--- src/rtl/char_writer.sv ---
// ============================================================================
// Module   : char_writer
// Brief    : Terminal-style character writer: places bytes into text RAM,
//            tracks the cursor, and drives scroll and clear sequences.
// Revision : 1.0 - initial release
// ============================================================================
`default_nettype none

module char_writer #(
  parameter int COL_BITS = 7,
  parameter int ROW_BITS = 5,
  parameter int COLS     = 80,
  parameter int ROWS     = 30
) (
  input  logic                clk,
  input  logic                reset,
  input  logic [7:0]          in_data,
  input  logic                in_valid,
  output logic                in_ready,
  output logic [COL_BITS-1:0] new_x,
  output logic [ROW_BITS-1:0] new_y,
  output logic                cursor_wen,
  output logic [COL_BITS-1:0] vram_x,
  output logic [ROW_BITS-1:0] vram_y,
  output logic [7:0]          vram_data,
  output logic                vram_wen,
  output logic                scroll_req,
  input  logic                scroll_ack
);

  typedef enum logic [1:0] {
    S_IDLE      = 2'd0,
    S_SCROLL    = 2'd1,
    S_CLEAR_ROW = 2'd2,
    S_CLEAR_ALL = 2'd3
  } state_t;

  localparam logic [COL_BITS-1:0] c_LAST_COL = COL_BITS'(COLS - 1);
  localparam logic [ROW_BITS-1:0] c_LAST_ROW = ROW_BITS'(ROWS - 1);
  localparam logic [7:0]          c_SPACE    = 8'h20;

  state_t              r_state, w_state;
  logic [COL_BITS-1:0] r_x, w_x, r_cx, w_cx, r_vram_x, w_vram_x;
  logic [ROW_BITS-1:0] r_y, w_y, r_cy, w_cy, r_vram_y, w_vram_y;
  logic [7:0]          r_vram_data, w_vram_data;
  logic                r_cursor_wen, w_cursor_wen;
  logic                r_vram_wen, w_vram_wen;
  logic                r_scroll_req, w_scroll_req;
  logic                r_in_ready, w_in_ready;

  always_comb begin
    w_state      = r_state;
    w_x          = r_x;
    w_y          = r_y;
    w_cx         = r_cx;
    w_cy         = r_cy;
    w_cursor_wen = 1'b0;
    w_vram_wen   = 1'b0;
    w_vram_x     = r_vram_x;
    w_vram_y     = r_vram_y;
    w_vram_data  = c_SPACE;
    w_scroll_req = r_scroll_req;

    case (r_state)
      S_IDLE: begin
        if (in_valid) begin
          if (in_data >= 8'h20 && in_data <= 8'h7E) begin
            w_vram_wen   = 1'b1;
            w_vram_x     = r_x;
            w_vram_y     = r_y;
            w_vram_data  = in_data;
            w_cursor_wen = 1'b1;
            if (r_x == c_LAST_COL) begin
              w_x = '0;
              // Wrapping off the bottom row keeps the cursor on the last row
              // and scrolls the screen underneath it.
              if (r_y == c_LAST_ROW) begin
                w_state      = S_SCROLL;
                w_scroll_req = 1'b1;
              end else begin
                w_y = r_y + 1'b1;
              end
            end else begin
              w_x = r_x + 1'b1;
            end
          end else begin
            case (in_data)
              8'h0D: begin
                w_cursor_wen = 1'b1;
                w_x          = '0;
              end
              8'h0A: begin
                w_cursor_wen = 1'b1;
                if (r_y == c_LAST_ROW) begin
                  w_state      = S_SCROLL;
                  w_scroll_req = 1'b1;
                end else begin
                  w_y = r_y + 1'b1;
                end
              end
              8'h08: begin
                w_cursor_wen = 1'b1;
                if (r_x != '0) w_x = r_x - 1'b1;
              end
              8'h0C: begin
                w_state = S_CLEAR_ALL;
                w_cx    = '0;
                w_cy    = '0;
              end
              default: ;
            endcase
          end
        end
      end

      S_SCROLL: begin
        if (r_scroll_req && scroll_ack) begin
          w_scroll_req = 1'b0;
          w_state      = S_CLEAR_ROW;
          w_cx         = '0;
        end
      end

      S_CLEAR_ROW: begin
        w_vram_wen = 1'b1;
        w_vram_x   = r_cx;
        w_vram_y   = c_LAST_ROW;
        if (r_cx == c_LAST_COL) w_state = S_IDLE;
        else                    w_cx    = r_cx + 1'b1;
      end

      S_CLEAR_ALL: begin
        w_vram_wen = 1'b1;
        w_vram_x   = r_cx;
        w_vram_y   = r_cy;
        if (r_cx == c_LAST_COL) begin
          w_cx = '0;
          if (r_cy == c_LAST_ROW) begin
            w_state      = S_IDLE;
            w_x          = '0;
            w_y          = '0;
            w_cursor_wen = 1'b1;
          end else begin
            w_cy = r_cy + 1'b1;
          end
        end else begin
          w_cx = r_cx + 1'b1;
        end
      end

      default: w_state = S_IDLE;
    endcase

    w_in_ready = (w_state == S_IDLE);
  end

  always_ff @(posedge clk or negedge reset) begin
    if (!reset) begin
      r_state      <= S_IDLE;
      r_x          <= '0;
      r_y          <= '0;
      r_cx         <= '0;
      r_cy         <= '0;
      r_cursor_wen <= 1'b0;
      r_vram_wen   <= 1'b0;
      r_vram_x     <= '0;
      r_vram_y     <= '0;
      r_vram_data  <= c_SPACE;
      r_scroll_req <= 1'b0;
      r_in_ready   <= 1'b1;
    end else begin
      r_state      <= w_state;
      r_x          <= w_x;
      r_y          <= w_y;
      r_cx         <= w_cx;
      r_cy         <= w_cy;
      r_cursor_wen <= w_cursor_wen;
      r_vram_wen   <= w_vram_wen;
      r_vram_x     <= w_vram_x;
      r_vram_y     <= w_vram_y;
      r_vram_data  <= w_vram_data;
      r_scroll_req <= w_scroll_req;
      r_in_ready   <= w_in_ready;
    end
  end

  assign in_ready   = r_in_ready;
  assign new_x      = r_x;
  assign new_y      = r_y;
  assign cursor_wen = r_cursor_wen;
  assign vram_x     = r_vram_x;
  assign vram_y     = r_vram_y;
  assign vram_data  = r_vram_data;
  assign vram_wen   = r_vram_wen;
  assign scroll_req = r_scroll_req;

endmodule

`default_nettype wire

--- config.mk ---
export PLATFORM = sky130hd
export DESIGN_NAME = char_writer
export DESIGN_NICKNAME = d
export VERILOG_FILES = /design/src/rtl/char_writer.sv
export SDC_FILE = /design/constraint.sdc
export NUM_CORES = 1
export LEC_CHECK = 0
export CAP_MARGIN = 25
export CORE_MARGIN = 2
export CORE_UTILIZATION = 50
export CTS_BUF_LIST = sky130_fd_sc_hd__clkbuf_2 sky130_fd_sc_hd__clkbuf_4 sky130_fd_sc_hd__clkbuf_8
export DETAILED_ROUTE_END_ITERATION = 16
export PLACE_DENSITY = 0.87
export SYNTH_ARGS = -nofsm -noshare
export SYNTH_HDL_FRONTEND = slang
export SYNTH_SLANG_ARGS = --single-unit
--- constraint.sdc ---
create_clock -name clk -period 2.1 [get_ports clk]
set_input_delay 0.21 -clock clk [delete_from_list [all_inputs] [get_ports clk]]
set_output_delay 0.21 -clock clk [all_outputs]
set_load 0.01 [all_outputs]
==> metrics.yaml, run 1 <==
status:
  outcome: "finished, final reports clean"
power_and_ir_drop:
  clkPwrFrac_pct: 12.9
  combPwrFrac_pct: 55.4
  p_sw_mw: 1.822
  power.density_mw_per_mm2: 1114
  ir_drop_uv: 678.1
  p_leak_nw: 1.842
  swShare_pct: 39.60
  pwr-share-seq_pct: 31.7
  design_power_total_mw: 4.601
  power.internal_mw: 2.779
layout:
  syn2layout_area_growth_pct: 35.25
  finalInstanceArea_mm2: 0.004129
  seqCellArea_mm2: 0.001256
  layout_common_cells: "buf_4, dfrtp_1, clkdlybuf4s50_1, nor2_1, nand2_1"
  final_common_cell: "buf_4"
  drive_above_1_share_pct: 23.61
  fill_cells: 449
  antenna_cells: 0
  final_cells: 490
  multi_input_area_mm2: 0.001727
  fin_nets: 437
synth:
  ys_warn_count: 0
  synthFlopType: "dfrtp_1"
  synthesis.instances: 321
  yosysUniqueCellTypes: 69
  netlist_area_mm2: 0.003053
  syn-num-nets: 344
  async_flop_share_pct: 100.0
  syn_avg_cell_area_um2: 9.511
  yosysSeqAreaShare_pct: 41.07
  synth_edf_count: 0
  ys_seq_elements: 50
routing:
  drcViolationCount: 0
  wl_mm: 8.190
  drtIter0Drc: 220
  num_vias: 2909
  wire_per_inst_um: 16.71
  ant_nets: 0
  drt-pass1-iter-count: 4
  drt-vias-per-instance: 5.937
timing:
  rsz0062_at_grt: "false"
  whs_ns: 0.4231
  relSlewSlack_pct: 61.11
  setup_viol: 0
  fin_tns_setup_ns: 0
  worstMarginPinSlew_ns: 0.5833
  clock_skew_ns: 0.007157
  fmax_ghz: 0.4908
  fin_crit_ns: 2.037
  post-route-period-util_pct: 97.02
  slew_viol_final: 0
  final_hold_viol_count: 0
critical_path:
  crit_slowest_cell: "dfrtp_2"
  reg2reg_slack_ns: 0.06
  cp_num_buf_inv: 1
  crit_path_start_kind: "flop"
  slowest_delay_ns: 0.40
  crit_path_end_kind: "flop"
  cp_cell_sequence: "inv_1 > ha_2 > nor3b_2 > a31o_2 > o311ai_4 > o211ai_4 > a221o_1"
  worstPathArrival_ns: 2.24
  cp_data_required_time_ns: 2.31
  crit_fanout: 7
  critPathKind: "flop to flop"
  cp_top_family: "compound AO/OA/AOI/OAI gates"
clocking:
  clock_latency_ns: 0.31
  cts_buffer_depth: 2
  numCtsBuffers: 5
  clkSinkCount: 50
  root_buffer: "clkbuf_8"
  cts_tree: "yes"
  htreeDepth: 2
  clkTransAtPathRegs_ns: 0.09
floorplan:
  fp.dieW_um: 82.14
  rows: 28
  core_area_mm2: 0.005921
  die_height_um: 82.14
  ios: 48
  start_util_pct: 51.56
  die-area_mm2: 0.006747
job:
  maxCapViolCount: 0
global_route:
  globalRouteTotalUtil_pct: 24.17
  antenna_found_initial: 0
  grt_pass1_vias: 2712
  overflow: 0
  grt_max_degree: 27
  grt_pass1_wl_mm: 12.65
placement:
  dp.cells: 476
  io_buffers: 47
  place_congestion: 0.9246
  place_hpwl_mm: 5.989
  placed_area_mm2: 0.003931
worst_hold_path:
  hp-class: "input pin to asynchronous set/reset pin"
[power by group through the flow]
stage | clock network, mW | registers, mW | logic [mW]
after floorplan | 0 | 1.52 | 1.22
after global placement | 0 | 1.45 | 2.31
after detailed placement | 0 | 1.47 | 2.38
after CTS | 0.603 | 1.45 | 2.41
after global routing | 0.631 | 1.49 | 2.77
final | 0.595 | 1.46 | 2.55
[worst register-to-register path, cell delays in order, from the launching register on]
cell	delay [ns]
dfrtp_2	0.40
inv_1	0.07
ha_2	0.17
nor3b_2	0.16
a31o_2	0.29
o311ai_4	0.30
o211ai_4	0.17
a221o_1	0.36
[state kept, by name (all words and copies together), names as in the netlist]
| signal | flops |
|---|---|
| r_cy | 5 |
| vram_y | 5 |
| cursor_wen | 1 |
| r_cx | 7 |
| new_y | 5 |
| r_state | 2 |
| in_ready | 1 |
| scroll_req | 1 |
| new_x | 7 |
| vram_x | 7 |
| vram_wen | 1 |
| vram_data | 8 |
[through the flow]
stage	worst slack, ns	utilization [%]
after floorplan	0.03762	-
after global placement	-0.1952	66.40
after detailed placement	-0.2066	66.40
after CTS	0.002133	68.17
after global routing	0.002065	69.74
final	0.06255	69.74
[path summary, 6_finish.rpt]
check,startpoint,cells past startpoint,end
max in group asynchronous,reset,3,vram_data[5]$_DFF_PN1_
worst min register to register,r_state[0]$_DFF_PN0_,1,in_ready$_DFF_PN1_
min in group clk,r_state[0]$_DFF_PN0_,1,in_ready$_DFF_PN1_
worst max register to register,new_x[0]$_DFFE_PN0P_,7,new_x[4]$_DFFE_PN0P_
worst max-delay path,new_x[0]$_DFFE_PN0P_,7,new_x[4]$_DFFE_PN0P_
worst min-delay path,reset,2,vram_y[3]$_DFFE_PN0P_
[synthesized netlist by cell type (3+ instances only)]
master    number  area, µm²
a31oi_1        7      43.79
dfrtp_1       48       1201
nor2_1        27      101.4
and4_1         3      26.28
o21ai_1        8      40.04
a31o_2         3      26.28
o31ai_1        3      22.52
a21boi_0       3      22.52
and2_1         4      25.02
ha_1          11      137.6
mux2i_1        9      90.09
xor2_1         3      26.28
nand3_1       11      55.05
inv_1         14      52.55
nand2_1       22      82.58
and3_1        15      93.84
clkbuf_1      10      37.54
o21ai_0        6      30.03
a221o_1        4      40.04
buf_2          5      25.02
a22o_1         6      52.55
a21oi_1       17      85.08
nor3_1         4      20.02
nand4_1        6      37.54
nor2b_1        9      56.30
a211o_1        3      26.28
mux2_1         4      45.04
nor3b_1        4      30.03
[layer usage]
metal / up-vias / track usage (%) / part of all wire (%)
met5: - / 0 / 0
met2: 85 / 40.00 / 49
li1: 1371 / - / -
met1: 1436 / 31.28 / 43
met3: 17 / 6.196 / 5.6
met4: 0 / 7.167 / 1.7
[cell families after synthesis]
group	Yosys count	share of synthesized area [%]
buf+inv	31	4.057
fa+ha+maj	11	4.508
flops	50	41.07
other cells	1	0.1228
mux	14	4.918
compound gates	89	22.34
xor+xnor	4	1.148
simple gates	121	21.84
[layout make-up]
type / instances / share of cell area [%]
clock buffers: 6 / 2.000
repair buffers: 103 / 21.91
well taps: 75 / 2.273
clock inverters: 2 / 0.3030
inverters: 14 / 1.273
flip-flops and latches: 50 / 30.42
multi-input cells: 240 / 41.82
[timing repair]
item / 4_1_cts / 5_1_grt
endpoints found under the hold margin: 24 / 0
resized for setup: 0 / 16
setup buffers: 0 / 4
hold buffers: 1 / 0
setup endpoints to repair: 0 / 26
Power figures use the tool's default switching activity.
==> inputs of run 2 (changes only) <==
--- a/config.mk
+++ b/config.mk
@@ -10,6 +10,7 @@
 export CORE_UTILIZATION = 50
 export CTS_BUF_LIST = sky130_fd_sc_hd__clkbuf_2 sky130_fd_sc_hd__clkbuf_4 sky130_fd_sc_hd__clkbuf_8
 export DETAILED_ROUTE_END_ITERATION = 16
+export GPL_TIMING_DRIVEN = 0
 export PLACE_DENSITY = 0.87
 export SYNTH_ARGS = -nofsm -noshare
 export SYNTH_HDL_FRONTEND = slang
==> metrics.yaml, run 2 (synthesis results as in run 1) <==
status:
  outcome: "complete, but fails checks"
  violations: "setup timing"
clocking:
  htreeDepth: 2  # unchanged
  clkSinkCount: 50  # unchanged
  clock_latency_ns: 0.32  # about the same
  cts_buffer_depth: 2  # unchanged
  root_buffer: "clkbuf_8"
  clkTransAtPathRegs_ns: 0.10  # about the same
  numCtsBuffers: 5  # unchanged
  cts_tree: "yes"
critical_path:
  worstPathArrival_ns: 2.33  # +0.09 ns
  critPathKind: "flop to flop"
  crit_fanout: 7  # unchanged
  crit_path_end_kind: "flop"
  cp_data_required_time_ns: 2.31  # about the same
  crit_path_start_kind: "flop"
  slowest_delay_ns: 0.44  # +0.04 ns
  crit_slowest_cell: "dfrtp_2"
  cp_cell_sequence: "inv_4 > ha_4 > nor3b_4 > a31o_2 > o311ai_4 > o211ai_4 > a221o_1"
routing:
  drt-pass1-iter-count: 5  # +1
  wl_mm: 8.371  # +2.2%
  drt-vias-per-instance: 6.330  # +6.6%
  num_vias: 2975  # +2.3%
  ant_nets: 0  # unchanged
  drcViolationCount: 0  # unchanged
  wire_per_inst_um: 17.81  # +6.6%
  drtIter0Drc: 293  # +33%
layout:
  fin_nets: 417  # -4.6%
  antenna_cells: 0  # unchanged
  seqCellArea_mm2: 0.001257  # +0.10%
  syn2layout_area_growth_pct: 31.72
  multi_input_area_mm2: 0.001808  # +4.7%
  fill_cells: 448  # -0.22%
  largest_reg_flops: 8  # unchanged
  drive_above_1_share_pct: 22.53  # -1.1 points
  final_cells: 470  # -4.1%
  final_common_cell: "dfrtp_1"
  layout_common_cells: "dfrtp_1, clkdlybuf4s50_1, nor2_1, nand2_1, buf_4"
power_and_ir_drop:
  ir_drop_uv: 659.9  # -2.7%
  p_sw_mw: 1.870  # +2.7%
  power.internal_mw: 2.797  # +0.67%
  swShare_pct: 40.07  # +0.47 points
  clkPwrFrac_pct: 13.2  # +0.3 points
  power.density_mw_per_mm2: 1161  # +4.2%
  p_leak_nw: 1.761  # -4.4%
  design_power_total_mw: 4.668  # +1.5%
  combPwrFrac_pct: 56.0  # +0.6 points
  pwr-share-seq_pct: 30.7  # -1.0 points
global_route:
  grt_pass1_vias: 2756  # +1.6%
  grt_max_degree: 28  # +3.7%
  globalRouteTotalUtil_pct: 24.85  # +0.68 points
  grt_pass1_wl_mm: 12.90  # +2.0%
  overflow: 0  # unchanged
  antenna_found_initial: 0  # unchanged
placement:
  place_ws_ns: -0.4677  # -0.2611 ns
  place_hpwl_mm: 5.510  # -8.0%
  place_congestion: 0.9391  # +1.6%
  dp.cells: 441  # -7.4%
  io_buffers: 44  # -6.4%
floorplan:
  core_area_mm2: 0.005921  # unchanged
  fp.dieW_um: 82.14  # unchanged
  start_util_pct: 51.56  # unchanged
  die-area_mm2: 0.006747  # unchanged
  die_height_um: 82.14  # unchanged
  rows: 28  # unchanged
  ios: 48  # unchanged
timing:
  setup_slack_ns: -0.02402  # -0.08657 ns
  fin_tns_setup_ns: -0.02402  # -0.02402 ns
  final_hold_viol_count: 0  # unchanged
  post-route-period-util_pct: 101.1  # +4.1 points
  clock_skew_ns: 0.01111  # +0.003958 ns
  fin_crit_ns: 2.124  # +0.08657 ns
  fmax_ghz: 0.4708  # -4.1%
  slew_viol_final: 0  # unchanged
  worstMarginPinSlew_ns: 0.6092  # +0.02594 ns
  rsz0062_at_grt: "true"
  relSlewSlack_pct: 59.21  # -1.9 points
  setup_viol: 1  # +1
worst_hold_path:
  hp-class: "input pin to flop"
job:
  maxCapViolCount: 0  # unchanged
[run 2: cell count changes in the layout (fill, tap and decap cells not counted), sizes merged]
cell	delta
buf	-24
clkdlybuf4s50	-5
clkinv	-1
clkbuf	+7
dlymetal6s2s	+2
inv	+1
[run 2: worst paths after layout]
kind | from | end | slack (ns) | depth (start not counted)
max | new_x[0]$_DFFE_PN0P_ | new_x[3]$_DFFE_PN0P_ | -0.02 | 7
min | in_data[2] | vram_data[2]$_DFF_PN0_ | 0.26 | 2
max reg2reg | new_x[0]$_DFFE_PN0P_ | new_x[3]$_DFFE_PN0P_ | -0.02 | 7
min reg2reg | vram_x[5]$_DFFE_PN0P_ | vram_x[5]$_DFFE_PN0P_ | 0.54 | 2
max in group asynchronous | reset | r_cx[0]$_DFFE_PN0P_ | 1.15 | 3
min in group asynchronous | reset | vram_y[2]$_DFFE_PN0P_ | 0.41 | 2
[run 2: worst max-delay path, delay by kind of cell, from the launching register on]
family	cells	cell delay, ns
AO/OA/AOI/OAI	4	1.22
adder cells (fa/ha/maj)	1	0.15
AND/OR/NAND/NOR	1	0.15
flip-flops	1	0.44
buffers and inverters	1	0.05
[run 2: final cells by class]
cell class                 count  area share [%]
sequential                    50           31.27
clock buffer                   6           2.054
tap                           75           2.334
buffer                        15           1.805
multi-input combinational    240           44.96
inverter                      14           1.369
timing repair buffer          68           15.81
clock inverter                 2          0.4045
[run 2: timing repair]
| action | in CTS | in global routing |
|---|---|---|
| hold buffers | 1 | 0 |
| pin swaps | 4 | 11 |
| resized for setup | 19 | 26 |
| setup endpoints to repair | 33 | 30 |
| endpoints found under the hold margin | 21 | 0 |
| cloned | 0 | 0 |
| setup buffers | 8 | 14 |
[run 2: through the flow]
stage                     util, %  cell area, µm²  hold WS (ns)
final                       67.92            4021        0.2572
after global routing        67.92            4021        0.2507
after CTS                   64.56            3822        0.2266
after detailed placement    60.88            3605        0.2389
after global placement      60.63            3590        0.5130
after floorplan                 -            3055      -0.08559
[run 2: metal layers]
metal,global-route usage [%],vias up,wire [µm]
li1,-,1343,-
met5,0,-,0
met4,9.333,0,311
met2,40.57,151,4123
met3,4.130,35,619
met1,33.24,1446,3317
[run 2: power by group through the flow]
stage | Sequential, mW | Combinational (mW) | Clock [mW]
finish | 1.43 | 2.62 | 0.618
global route | 1.47 | 2.81 | 0.663
CTS | 1.42 | 2.30 | 0.631
detailed placement | 1.46 | 2.12 | 0
global placement | 1.45 | 2.05 | 0
floorplan | 1.52 | 1.22 | 0
==> inputs of run 3 (changes only) <==
--- a/config.mk
+++ b/config.mk
@@ -6,12 +6,11 @@
 export NUM_CORES = 1
 export LEC_CHECK = 0
 export CAP_MARGIN = 25
-export CORE_MARGIN = 2
 export CORE_UTILIZATION = 50
 export CTS_BUF_LIST = sky130_fd_sc_hd__clkbuf_2 sky130_fd_sc_hd__clkbuf_4 sky130_fd_sc_hd__clkbuf_8
 export DETAILED_ROUTE_END_ITERATION = 16
 export GPL_TIMING_DRIVEN = 0
-export PLACE_DENSITY = 0.87
+export PLACE_DENSITY = 0.79
 export SYNTH_ARGS = -nofsm -noshare
 export SYNTH_HDL_FRONTEND = slang
 export SYNTH_SLANG_ARGS = --single-unit
==> metrics.yaml, run 3 (synthesis results as in run 1) <==
timing:
  fin_tns_setup_ns: 0  # +0.02402 ns
  slew_viol_final: 0  # unchanged
  relSlewSlack_pct: 64.40  # +5.2 points
  worstMarginPinSlew_ns: 0.5317  # -0.07752 ns
  rsz0062_at_grt: "true"
  clock_skew_ns: 0.008912  # -0.002203 ns
  setup_viol: 0  # -1
  final_hold_viol_count: 0  # unchanged
  whs_ns: 0.2693  # +0.01212 ns
  fin_crit_ns: 2.073  # -0.05148 ns
  setup_slack_ns: 0.02746  # +0.05148 ns
  fmax_ghz: 0.4825  # +2.5%
  post-route-period-util_pct: 98.69  # -2.5 points
clocking:
  clkTransAtPathRegs_ns: 0.09  # about the same
  clock_latency_ns: 0.30  # -0.02 ns
  htreeDepth: 2  # unchanged
  clkSinkCount: 50  # unchanged
  cts_tree: "yes"
  cts_buffer_depth: 2  # unchanged
  root_buffer: "clkbuf_8"
  numCtsBuffers: 5  # unchanged
placement:
  placed_area_mm2: 0.003605  # unchanged
  place_hpwl_mm: 5.336  # -3.2%
  place_congestion: 0.8733  # -7.0%
  io_buffers: 44  # unchanged
  place_ws_ns: -0.4984  # -0.03073 ns
  dp.cells: 441  # unchanged
critical_path:
  reg2regPathDepth: 6  # -1
  worstPathArrival_ns: 2.26  # -0.07 ns
  reg2reg_slack_ns: 0.03  # +0.05 ns
  cp_data_required_time_ns: 2.29  # -0.02 ns
  crit_path_end_kind: "flop"
  crit_path_start_kind: "flop"
  startpoint: "new_x[0]$_DFFE_PN0P_"
  critPathCapture: "new_y[4]$_DFFE_PN0P_"
  reg2reg_to: "new_y[4]$_DFFE_PN0P_"
  crit_fanout: 5  # -2
  critPathKind: "flop to flop"
  r2r_start: "new_x[0]$_DFFE_PN0P_"
floorplan:
  die-area_mm2: 0.006422  # -4.8%
  core_area_mm2: 0.005921  # unchanged
  fp.dieW_um: 80.14  # -2.4%
  start_util_pct: 51.56  # unchanged
  die_height_um: 80.14  # -2.4%
  ios: 48  # unchanged
  rows: 28  # unchanged
power_and_ir_drop:
  design_power_total_mw: 4.524  # -3.1%
  combPwrFrac_pct: 52.7  # -3.3 points
  pwr-share-seq_pct: 31.4  # +0.7 points
  p_leak_nw: 1.708  # -3.0%
  clkPwrFrac_pct: 15.9  # +2.7 points
  p_sw_mw: 1.746  # -6.6%
  ir_drop_uv: 584.2  # -11%
  swShare_pct: 38.60  # -1.5 points
  power.density_mw_per_mm2: 1153  # -0.64%
  power.internal_mw: 2.778  # -0.71%
global_route:
  overflow: 0  # unchanged
  antenna_found_initial: 0  # unchanged
  grt_pass1_vias: 2646  # -4.0%
  grt_max_degree: 34  # +21%
  grt_pass1_wl_mm: 12.40  # -3.9%
  globalRouteTotalUtil_pct: 24.89  # +0.036 points
routing:
  drtIter0Drc: 305  # +4.1%
  wl_mm: 7.652  # -8.6%
  drt-pass1-iter-count: 5  # unchanged
  drcViolationCount: 0  # unchanged
  ant_nets: 0  # unchanged
  num_vias: 2810  # -5.5%
  drt-vias-per-instance: 6.122  # -3.3%
  wire_per_inst_um: 16.67  # -6.4%
layout:
  seqCellArea_mm2: 0.001256  # -0.10%
  final_common_cell: "dfrtp_1"
  largest_reg_flops: 8  # unchanged
  antenna_cells: 0  # unchanged
  finalInstanceArea_mm2: 0.003923  # -2.5%
  drive_above_1_share_pct: 18.75  # -3.8 points
  fin_util_pct: 66.25  # -1.7 points
  fill_cells: 487  # +8.7%
  fin_nets: 406  # -2.6%
  multi_input_area_mm2: 0.001770  # -2.1%
  final_cells: 459  # -2.3%
  syn2layout_area_growth_pct: 28.48
  layout_common_cells: "dfrtp_1, clkdlybuf4s50_1, nor2_1, nand2_1, a21oi_1"
worst_hold_path:
  hp-class: "input pin to flop"
job:
  maxCapViolCount: 0  # unchanged
status:
  outcome: "finished, final reports clean"
-- run 3: changes by cell type in the layout (fill, tap and decap cells not counted), moves of 2 or more --
cell	change
clkbuf_4	+3
clkbuf_2	-3
buf_4	-11
mux2_1	+2
mux2_4	-2
-- run 3: repair_timing --
| item | CTS | global route |
|---|---|---|
| hold buffers | 1 | 0 |
| endpoints found under the hold margin | 15 | 0 |
| setup endpoints to repair | 33 | 30 |
| setup buffers | 7 | 4 |
| pin swaps | 2 | 7 |
| resized for setup | 19 | 19 |
-- run 3: how the worst min path moves through the flow --
stage                        start  cells past startpoint                      to  slack (ns)
2_1_floorplan                reset                      0    cursor_wen$_DFF_PN0_       -0.09
3_3_place_gp   r_cy[4]$_DFFE_PN0P_                      2     r_cy[4]$_DFFE_PN0P_        0.51
3_5_place_dp                 reset                      1    new_x[2]$_DFFE_PN0P_        0.17
4_1_cts                 in_data[2]                      2  vram_data[2]$_DFF_PN0_        0.24
5_1_grt                 in_data[2]                      2  vram_data[2]$_DFF_PN0_        0.26
6_report                in_data[2]                      2  vram_data[2]$_DFF_PN0_        0.27
-- run 3: area by class of cell --
cell class / count / share of cell area, %
clock inverters: 1 / 0.7656
multi-input cells: 240 / 45.14
plain buffers: 15 / 1.946
repair buffers: 57 / 14.10
flip-flops and latches: 50 / 32.03
inverters: 14 / 1.340
clock buffers: 7 / 2.297
well taps: 75 / 2.392
-- run 3: critical path: stages, from the launching register on --
cell and delay, ns:
dfrtp_2 0.45, ha_2 0.21, and3_4 0.21, and3_4 0.21, a311o_1 0.39, and2_4 0.18
a221o_1 0.32
-- run 3: metal layers --
layer  global-route usage (%)  wire [µm]  vias to the layer above
met1                    32.52       3471                     1375
li1                         -          -                     1327
met5                        0          0                        -
met2                    41.03       3712                      100
met3                    3.750        364                        8
met4                    10.36        103                        0
-- run 3: power by group through the flow --
| stage | clock (mW) | sequential [mW] | combinational, mW |
|---|---|---|---|
| after global routing | 0.764 | 1.45 | 2.57 |
| after floorplan | 0 | 1.52 | 1.22 |
| after global placement | 0 | 1.45 | 2.05 |
| after CTS | 0.736 | 1.41 | 2.26 |
| final | 0.720 | 1.42 | 2.38 |
| after detailed placement | 0 | 1.46 | 2.11 |
